==> config.mk <==
export PLATFORM = sky130hd
export DESIGN_NAME = shift_exec_stage
export DESIGN_NICKNAME = d
export VERILOG_FILES = /design/src/rtl/shift_exec_stage_pkg.sv /design/src/rtl/left_barrel_shifter.sv /design/src/rtl/right_barrel_shifter.sv /design/src/rtl/shift_exec_stage.sv
export SDC_FILE = /design/constraint.sdc
export NUM_CORES = 1
export LEC_CHECK = 0
export ABC_AREA = 1
export CELL_PAD_IN_SITES_DETAIL_PLACEMENT = 1
export CELL_PAD_IN_SITES_GLOBAL_PLACEMENT = 1
export CORE_MARGIN = 2
export CORE_UTILIZATION = 43
export CTS_CLUSTER_DIAMETER = 60
export CTS_CLUSTER_SIZE = 28
export DETAILED_ROUTE_END_ITERATION = 12
export PLACE_DENSITY = 0.86
export SYNTH_ARGS = -nofsm -noshare
export SYNTH_HDL_FRONTEND = slang
export SYNTH_SLANG_ARGS = --single-unit
==> constraint.sdc <==
create_clock -name clock -period 2.4 [get_ports clock]
set_input_delay 0.24 -clock clock [delete_from_list [all_inputs] [get_ports clock]]
set_output_delay 0.24 -clock clock [all_outputs]
set_load 0.02 [all_outputs]
==> src/rtl/shift_exec_stage_pkg.sv <==
// Shared ALU definitions: datapath width, shift opcodes and the S1 request bundle.
package shift_exec_stage_pkg;

  localparam int ALU_DATA_W = 32;
  localparam int SHAMT_W    = 5;

  localparam logic [4:0] OP_SLL = 5'b00100;
  localparam logic [4:0] OP_SRA = 5'b00101;

  typedef struct packed {
    logic [4:0]            opcode;
    logic [ALU_DATA_W-1:0] operand;
    logic [SHAMT_W-1:0]    shamt;
  } shift_req_t;

  function automatic logic is_shift_op(input logic [4:0] op);
    return (op == OP_SLL) || (op == OP_SRA);
  endfunction

endpackage

==> src/rtl/left_barrel_shifter.sv <==
// Log-depth logical left shifter, zero fill; level i shifts by 2**i.
module left_barrel_shifter #(
  parameter int DATA_W = 32,
  parameter int LV     = $clog2(DATA_W)
) (
  input  logic [DATA_W-1:0] data_in,
  input  logic [LV-1:0]     shamt,
  output logic [DATA_W-1:0] data_out
);
  logic [LV:0][DATA_W-1:0] stg;

  assign stg[0] = data_in;

  for (genvar i = 0; i < LV; i++) begin : g_lvl
    localparam int SH = 1 << i;
    assign stg[i+1] = shamt[i] ? {stg[i][DATA_W-1-SH:0], {SH{1'b0}}} : stg[i];
  end

  assign data_out = stg[LV];
endmodule

==> src/rtl/right_barrel_shifter.sv <==
// Log-depth right shifter; arith=1 replicates the sign bit into vacated positions.
module right_barrel_shifter #(
  parameter int DATA_W = 32,
  parameter int LV     = $clog2(DATA_W)
) (
  input  logic [DATA_W-1:0] data_in,
  input  logic [LV-1:0]     shamt,
  input  logic              arith,
  output logic [DATA_W-1:0] data_out
);
  logic [LV:0][DATA_W-1:0] stg;
  logic                    fill;

  assign fill   = arith & data_in[DATA_W-1];
  assign stg[0] = data_in;

  for (genvar i = 0; i < LV; i++) begin : g_lvl
    localparam int SH = 1 << i;
    assign stg[i+1] = shamt[i] ? {{SH{fill}}, stg[i][DATA_W-1:SH]} : stg[i];
  end

  assign data_out = stg[LV];
endmodule

==> src/rtl/shift_exec_stage.sv <==
// Two-stage SLL/SRA execute stage with valid/ready on both sides.
module shift_exec_stage
  import shift_exec_stage_pkg::*;
#(
  parameter int TAG_W  = 5,
  parameter int DATA_W = ALU_DATA_W
) (
  input  logic              clock,
  input  logic              reset,
  input  logic              in_valid,
  output logic              in_ready,
  input  logic [4:0]        in_opcode,
  input  logic [DATA_W-1:0] in_operandA,
  input  logic [4:0]        in_shamt,
  input  logic [TAG_W-1:0]  in_tag,
  output logic              out_valid,
  input  logic              out_ready,
  output logic [DATA_W-1:0] out_result,
  output logic [TAG_W-1:0]  out_tag,
  output logic              out_illegal
);
  logic [2:1]        vld_pipe;
  logic              adv;
  shift_req_t        s1_q;
  logic [TAG_W-1:0]  s1_tag;
  logic [DATA_W-1:0] sll_out, sra_out, s2_res;
  logic              s2_ill;

  assign adv       = !vld_pipe[2] || out_ready;
  assign in_ready  = !vld_pipe[1] || !vld_pipe[2] || out_ready;
  assign out_valid = vld_pipe[2];

  // in_ready high implies S1 is empty or draining into S2 this edge.
  always_ff @(posedge clock or negedge reset) begin
    if (!reset) begin
      vld_pipe[1] <= 1'b0;
      s1_q        <= '0;
      s1_tag      <= '0;
    end else if (in_ready) begin
      vld_pipe[1] <= in_valid;
      if (in_valid) begin
        s1_q   <= '{opcode: in_opcode, operand: in_operandA, shamt: in_shamt};
        s1_tag <= in_tag;
      end
    end
  end

  left_barrel_shifter #(.DATA_W(DATA_W)) u_sll (
    .data_in (s1_q.operand),
    .shamt   (s1_q.shamt),
    .data_out(sll_out)
  );

  right_barrel_shifter #(.DATA_W(DATA_W)) u_sra (
    .data_in (s1_q.operand),
    .shamt   (s1_q.shamt),
    .arith   (1'b1),
    .data_out(sra_out)
  );

  always_comb begin
    s2_res = '0;
    s2_ill = 1'b0;
    case (s1_q.opcode)
      OP_SLL:  s2_res = sll_out;
      OP_SRA:  s2_res = sra_out;
      default: s2_ill = 1'b1;
    endcase
  end

  always_ff @(posedge clock or negedge reset) begin
    if (!reset) begin
      vld_pipe[2] <= 1'b0;
      out_result  <= '0;
      out_tag     <= '0;
      out_illegal <= 1'b0;
    end else if (adv) begin
      vld_pipe[2] <= vld_pipe[1];
      if (vld_pipe[1]) begin
        out_result  <= s2_res;
        out_tag     <= s1_tag;
        out_illegal <= s2_ill;
      end
    end
  end
endmodule

==> Yosys cells after proc, flatten, opt, wreduce, memory -nomap -nowiden <==
Cells that the tools add are included.
{ "word_totals": {"regBits": 87, "inputBits": 51, "output_inout_bits": 40, "wordCells": 31} }
{ "op_classes": {"n_eq_ne": 2, "muxes": 12, "reduce_logical": 8} }
{ "op_table": {"columns": ["cell", "count"], "rows": [
  ["$mux W32", 5],
  ["$mux W31", 5],
  ["$pmux W32 S2", 1],
  ["$eq A5 B3 Y1 const B", 2],
  ["$reduce_and A2 Y1", 2],
  ["$logic_or A1 B1 Y1", 3],
  ["$logic_not A1 Y1", 2],
  ["$reduce_or A2 Y1", 1],
  ["$mux W1", 1]
]} }

==> Longest topological paths before layout <==
Gate-level depths: netlist of the first run.
{ "depth": {"word_depth": 6, "mapped_depth": 14, "mapped_depth_nobuf": 13} }

==> By module <==
From an unflattened synthesis of the first run, not the netlist that was laid out.
{ "unflattened": {"cells_unflattened": 1212, "area_unflattened_um2": 7287.0} }
{ "modules_own_cells": {"columns": ["mod", "n_inst", "cells_per_inst", "area_per_inst_um2", "seq_area_each_um2"], "rows": [
  ["shift_exec_stage", 1, 486, 4008.8, 2177.1],
  ["right_barrel_shifter", 1, 372, 1682.9, 0.0],
  ["left_barrel_shifter", 1, 354, 1595.3, 0.0]
]} }

==> Worst setup path after synthesis of the first run <==
OpenSTA, ideal clock, no wires.
{ "synth_path": {"kind": "flip-flop to flip-flop", "from": "register vld_pipe (netlist bit out_valid)", "to": "register s1_q[10] (netlist name)", "setup_ns": 0.125, "arrival_ns": 1.496, "required_ns": 2.275, "setup_slack_ns": 0.779, "path_stages_with_launch": 5, "path_buffers": 1, "period_less_slack_ns": 1.621, "cell_sequence": "dfrtp_1 nand3_1 nand2_1 buf_2 mux2_2"} }
{ "synth_between": {"elab_chain_len": 4} }
{ "synth_lines": {"columns": ["item", "line_no", "text"], "rows": [
  ["start: declaration", "shift_exec_stage.sv:22", "logic [2:1] vld_pipe;"],
  ["$logic_not A1 Y1", "shift_exec_stage.sv:30", "assign in_ready = !vld_pipe[1] || !vld_pipe[2] || out_ready;"],
  ["$logic_or A1 B1 Y1 (2 in a row)", "shift_exec_stage.sv:30", null],
  ["named net in_ready", "shift_exec_stage.sv:11", "output logic in_ready,"],
  ["$reduce_and A2 Y1 (no line)", null, null],
  ["end signal: assignment", "shift_exec_stage.sv:42", "s1_q <= '{opcode: in_opcode, operand: in_operandA, shamt: in_shamt};"],
  ["end: declaration", "shift_exec_stage.sv:24", "shift_req_t s1_q;"]
]} }
The timed path passes the listed nets, and every way through them passes these cells.
A chain may end at the register's enable or synchronous reset.

==> Final worst setup path of the first run <==
{ "layout_path": {"from": "register s1_q[0] (netlist name)", "to": "register out_result[1]"} }
{ "layout_between": {"elab_chain_len": 6, "elab_cells_between_ends": 11, "cone_classes": "mux: 11"} }
{ "layout_lines": {"columns": ["item", "line_no", "text"], "rows": [
  ["$mux W31 / $mux W32 (equally long branches) (5 in a row)", "right_barrel_shifter.sv:19, left_barrel_shifter.sv:16", null],
  ["$pmux W32 S2 *", "shift_exec_stage.sv:64", "case (s1_q.opcode)"],
  ["end signal: assignment", "shift_exec_stage.sv:80", "out_result <= s2_res;"],
  ["end: declaration", "shift_exec_stage.sv:18", "output logic [DATA_W-1:0] out_result,"]
]} }
Every way passes the cells marked *; elsewhere a longest branch is shown, timed or not.

==> run summary, run 1 <==
Max Slew Vio Count: 0
Antenna diodes: 0
Routed vias/inst: 5.76
Worst-Margin Slew: 0.658 ns
Max clock buf depth: 2
Main flop type after synthesis: dfrtp_1
Worst reg2reg path depth: 9
Top cells by area, synth: dfrtp_1 (32%), nand3_1 (24%), nand2_1 (12%), mux2_2 (5.7%), nor2_1 (4.8%)
Die height: 130 µm
Total track usage: 0.306
WL per Instance: 19.4 µm
Worst vdd ir: 453 µV
Cell Pwr Density: 868 nW/µm²
FP Rows: 46
R2R setup slack: 0.37 ns
Worst Path Max Fanout: 32
Element type at the critical path end: flop
Top Layer Used: met4
Critical path's largest stage delay: 0.44 ns
DR iter-0 viols: 651
Period minus WS final: 2.03 ns
Crit-path cells: buf_4 > nand2_1 > nand3_1 > nand3_1 > nand3_1 > nand3_1 > nand2_1 > nand2_1 > a21oi_1
CTS tree: done
Post-synth EDFFs: 0
Register area share after synthesis: 0.318
CP Buf/Inv Count: 1
DR WL met2: 11900 µm
Synth-to-Final Area Change: 19.0%
Setup TNS: 0 ns
Gpl congestion: 0.963
Fin nets: 1098
Fillers: 2069
CP startpoint: s1_q[0]
Status: finished, final reports clean
Relative slew slack: 0.561
Post-synth top area share: 0.318
Max-Cap Viols: 0
DR WL met3: 1350 µm
Die Wd: 130 µm
Avg Cell Area, Syn: 6.86 µm²
Data arrival, critical path: 2.30 ns
Root Driver: clkbuf_16
Cells after Synth: 999
Worst min-delay path category: in2async
IO Pins: 91
M1 WL: 10300 µm
Pre-Repair DR Iteration Count: 7
CP delay by family, top: simple AND/OR/NAND/NOR gates
Max Fclk: 494 MHz
Overall power: 7080 µW
Synth area leader: dfrtp_1
# clock sinks: 87
Worst r2r dst: out_result[1]
RSZ-0062 raised after global routing: false
Distinct cells, synth: 25
FFs w/ async S/R, synth: 1.00
Syn nets: 1050
Final antenna-violating net count: 0
Final hold violations: 0
Core area: 15700 µm²
Worst-path clk slew: 0.07 ns
Antenna violations before repair: 0
LEAKAGE: 0.00376 µW
Final design utilization: 0.519
Crit path launch type: flop
Largest net degree at the start of global routing: 66
DRT Wirelength: 24600 µm
DP HPWL: 18100 µm
Vias: 7306
CTS buffer count: 9
Clk_skew: 0.00853 ns
End point of the critical path: out_result[1]
Crit path top cell by count: nand3_1
Port-buffer cells: 90
Hold slack: 0.454 ns
Vias in the first global route: 7636
Final worst-path cycle share: 0.844
WS Path Type: reg2reg
Synth Cell Area: 6860 µm²
R2R Path Start: s1_q[0]
Required time of the critical path: 2.68 ns
Synthesis-stage register bit count: 87
Total grt overflow: 0
YS warnings: 0
# setup viols final: 0
Layout cell share with drive strength beyond 1: 0.132
Post-CTS Setup Inserts: 0
Number of cells on the critical path: 9
Die area: 17000 µm²
CTS H-Tree Depth: 3
First-pass GRT wire length: 40000 µm
Clk Latency, worst-skew pair: 0.36 ns
CP max-delay cell: dfrtp_1
Initial core utilization: 0.436
DRC: 0
==> report_power, final <==
group          internal [µW]  switching (µW)  leakage, µW  total, µW
sequential              1780             256      0.00102       2030
combinational           1270            2240      0.00259       3520
clock                    834             695     0.000151       1530
==> final cells by class <==
cell class,instances,area [µm²],area share
timing repair buffer,112,1170,0.143
clock inverter,7,91.3,0.0112
clock buffer,9,225,0.0276
sequential,87,2180,0.267
tap,216,270,0.0331
multi-input combinational,807,4110,0.503
inverter,30,120,0.0147
==> per-layer routing <==
layer,vias to the layer above,track usage
li1,3489,-
met1,3517,0.379
met2,236,0.518
met3,64,0.0607
met4,0,0.133
met5,-,0
==> per-stage QoR <==
step	area, µm²	std cells	setup WS (ns)
2_1_floorplan	6860	999	0.779
3_3_place_gp	7830	1251	0.474
3_5_place_dp	7830	1251	0.430
4_1_cts	8160	1268	0.396
5_1_grt	8160	1268	0.208
6_report	8160	1268	0.375
==> cells in the mapped netlist, types with 3 or more instances <==
cell	instances
nand3_1	328
nand2_1	228
dfrtp_1	87
nor2_1	87
a21oi_1	50
buf_2	35
mux2_2	35
nand3_2	27
inv_1	26
clkbuf_1	18
nand2_2	17
nand2_4	11
o21ai_1	11
buf_6	10
buf_1	6
o21ai_0	6
buf_4	3
inv_2	3
==> cell usage in the layout (no fill, tap or decap), drive strengths merged <==
master,count
dlygate4sd3,1
clkinv,3
nand2,256
a21oi,52
clkinvlp,1
a31oi,1
nand4,2
clkbuf,9
nor2,89
mux2,35
inv,32
dfrtp,87
o21ai,17
bufinv,1
nand3,355
clkdlybuf4s50,89
buf,22
==> worst reg2reg max path, stage by stage (launching register included) <==
cell	delay (ns)
dfrtp_1	0.44
buf_4	0.36
nand2_1	0.20
nand3_1	0.15
nand3_1	0.14
nand3_1	0.18
nand3_1	0.13
nand2_1	0.14
nand2_1	0.06
a21oi_1	0.15
==> kinds of logic (layout without fill, tap and decap cells) <==
group,count (synthesis),count (layout),synth area share
AND/OR/NAND/NOR,702,702,0.489
flip-flops,87,87,0.318
multiplexers,35,35,0.0575
AO/OA/AOI/OAI,70,70,0.0524
buffers and inverters,105,158,0.0840
==> flip-flops by register name (all words and copies together) (netlist names) <==
register,flops
out_valid,1
s1_q,42
out_tag,5
out_illegal,1
vld_pipe,1
out_result,32
s1_tag,5
==> timing repair <==
| action | in CTS | in global routing |
|---|---|---|
| resized for setup | 0 | 0 |
| endpoints found under the hold margin | 46 | 0 |
| hold buffers | 1 | 0 |
==> worst min path at each step <==
stage | from | end | slack, ns | cells after the start
after floorplan | reset | out_illegal | -0.06 | 0
after global placement | reset | s1_q[17] | 0.32 | 1
after detailed placement | reset | s1_q[16] | 0.32 | 1
after CTS | in_tag[3] | s1_tag[3] | 0.45 | 3
after global routing | in_tag[0] | s1_tag[0] | 0.49 | 3
final | reset | s1_q[16] | 0.45 | 2
(Power assumes the default switching activity.)
==> run 2: changes to the inputs <==
--- a/config.mk
+++ b/config.mk
@@ -9,11 +9,11 @@
 export CELL_PAD_IN_SITES_DETAIL_PLACEMENT = 1
 export CELL_PAD_IN_SITES_GLOBAL_PLACEMENT = 1
 export CORE_MARGIN = 2
-export CORE_UTILIZATION = 43
+export CORE_UTILIZATION = 40
 export CTS_CLUSTER_DIAMETER = 60
 export CTS_CLUSTER_SIZE = 28
 export DETAILED_ROUTE_END_ITERATION = 12
-export PLACE_DENSITY = 0.86
+export PLACE_DENSITY = 0.81
 export SYNTH_ARGS = -nofsm -noshare
 export SYNTH_HDL_FRONTEND = slang
 export SYNTH_SLANG_ARGS = --single-unit
==> constraint.sdc (replaced) <==
create_clock -name clock -period 1.99 [get_ports clock]
set_input_delay 0.199 -clock clock [delete_from_list [all_inputs] [get_ports clock]]
set_output_delay 0.199 -clock clock [all_outputs]
set_load 0.02 [all_outputs]
==> run 2 against run 1 <==
Net effect:
- critical path type unchanged
- worst hold slack lost 0.12 ns
- combinational power grew 24%
- register-to-register slack lost 0.27 ns
- sequential share of layout area shrank 0.60 points
- highest routed layer unchanged
- largest power group unchanged
==> run summary, run 2 (same netlist as run 1, synthesis figures left out) <==
Die area: 18200 µm² (+7.3%)
Crit path top cell by count: nand3_1
RSZ-0062 raised after global routing: true
Synth-to-Final Area Change: 21.8%
Relative slew slack: 0.668 (+0.107)
LEAKAGE: 0.00385 µW (+2.4%)
CTS tree: done
Total track usage: 0.289 (-0.0165)
Clk_skew: 0.0102 ns (+0.00166 ns)
Crit path launch type: flop
Hold slack: 0.336 ns (-0.118 ns)
DR iter-0 viols: 550 (-16%)
Final antenna-violating net count: 0 (unchanged)
DRC: 0 (unchanged)
Fin nets: 1110 (+1.1%)
Fin cells: 1284 (+1.3%)
WS Path Type: reg2reg
Vias in the first global route: 7652 (+0.21%)
Worst vdd ir: 569 µV (+26%)
Largest regs: s1_q: 42 flops, out_result: 32 flops
Worst-Margin Slew: 0.498 ns (-0.160 ns)
Port-buffer cells: 90 (unchanged)
Antenna violations before repair: 0 (unchanged)
Crit-path cells: buf_4 > buf_4 > nand2_1 > nand3_1 > nand3_1 > nand3_1 > nand3_1 > nand2_1 > nor2_1 > a21oi_1
CP delay by family, top: simple AND/OR/NAND/NOR gates
Data arrival, critical path: 2.14 ns (-0.16 ns)
Layout cell share with drive strength beyond 1: 0.148 (+0.0154)
CTS buffer count: 9 (unchanged)
Post-route cell area: 8350 µm² (+2.3%)
Max reg flops: 42 (unchanged)
Post-CTS Setup Inserts: 0 (unchanged)
Most frequent cells in the layout: nand3_1 (326), nand2_1 (225), clkdlybuf4s50_1 (89)
Overall power: 8670 µW (+22%)
Most common cell after layout, fill and taps aside: nand3_1
Cell Pwr Density: 1040 nW/µm² (+20%)
DRT Wirelength: 25500 µm (+3.4%)
Required time of the critical path: 2.24 ns (-0.44 ns)
Fillers: 2166 (+4.7%)
Reg with most FFs: s1_q
Dpl cells: 1267 (+1.3%)
First-pass GRT wire length: 41000 µm (+2.4%)
Element type at the critical path end: flop
Antenna diodes: 0 (unchanged)
# clock sinks: 87 (unchanged)
Max Slew Vio Count: 0 (unchanged)
Max clock buf depth: 2 (unchanged)
Total grt overflow: 0 (unchanged)
Routed vias/inst: 5.77 (+0.23%)
Pre-CTS setup slack: 0.154 ns (-0.276 ns)
Final worst-path cycle share: 0.947 (+0.103)
Pre-Repair DR Iteration Count: 5 (-2)
CTS H-Tree Depth: 3 (unchanged)
Core area: 16600 µm² (+5.9%)
Final hold violations: 0 (unchanged)
Largest net degree at the start of global routing: 62 (-6.1%)
Period minus WS final: 1.89 ns (-0.140 ns)
CP max-delay cell: dfrtp_1
Placed cell area: 8000 µm² (+2.2%)
WL per Instance: 19.9 µm (+2.2%)
IO Pins: 91 (unchanged)
Die height: 135 µm (+3.6%)
Post-route setup slack: 0.105 ns (-0.270 ns)
Max-Cap Viols: 0 (unchanged)
Critical path's largest stage delay: 0.39 ns (-0.05 ns)
Worst min-delay path category: in2async
# setup viols final: 0 (unchanged)
Clk Latency, worst-skew pair: 0.36 ns (about the same)
Die Wd: 135 µm (+3.6%)
Gpl congestion: 0.932 (-3.2%)
DP HPWL: 18900 µm (+4.2%)
Worst Path Max Fanout: 11 (-66%)
FP Rows: 47 (+2.2%)
Max Fclk: 530 MHz (+7.4%)
Initial core utilization: 0.412 (-0.0244)
Vias: 7415 (+1.5%)
CP Buf/Inv Count: 2 (+1)
Worst-path clk slew: 0.08 ns (about the same)
Root Driver: clkbuf_16
Status: finished, final reports clean
[run 2: cell count changes in the layout (fill, tap and decap cells not counted), sizes merged]
cell / previous run / this run
buf: 22 / 34
clkinv: 3 / 2
inv: 32 / 33
[run 2: metal layers]
metal	share of wire	vias to the layer above	GRT usage
met4	0.036	0	0.112
met2	0.48	239	0.486
met1	0.43	3605	0.370
li1	-	3516	-
met5	0	-	0
met3	0.050	55	0.0518
[run 2: final timing paths]
check	start	endpoint	slack (ns)	cells past startpoint
max	s1_q[0]	out_result[29]	0.10	10
max in group asynchronous	reset	out_result[25]	1.10	3
max reg2reg	s1_q[0]	out_result[29]	0.10	10
min	reset	s1_q[11]	0.34	2
min in group clock	in_tag[1]	s1_tag[1]	0.41	3
min reg2reg	out_tag[1]	out_tag[1]	0.49	2
[run 2: area by class of cell]
class	instances	area (µm²)	area share
Clock buffer	9	225	0.0270
Sequential cell	87	2180	0.261
Tap cell	220	275	0.0330
Inverter	30	120	0.0144
Multi-Input combinational cell	807	4130	0.495
Clock inverter	7	88.8	0.0106
Timing Repair Buffer	124	1330	0.159
[run 2: power by group]
group	total, µW	internal [µW]	switching [µW]
Sequential	2450	2140	307
Combinational	4360	1620	2740
Clock	1860	1000	856
Total	8670	4770	3900
[run 2: timing repair]
| item | in CTS | in global routing |
|---|---|---|
| resized for setup | 0 | 6 |
| endpoints found under the setup margin | 0 | 10 |
| hold endpoints to repair | 31 | 0 |
| hold buffers | 1 | 0 |
[run 2: metrics by stage]
| stage | utilization | setup TNS (ns) |
|---|---|---|
| after CTS | 0.500 | 0 |
| after detailed placement | 0.481 | 0 |
| final | 0.502 | 0 |
| after global routing | 0.502 | -0.0867 |
| after global placement | 0.481 | 0 |
| after floorplan | - | 0 |
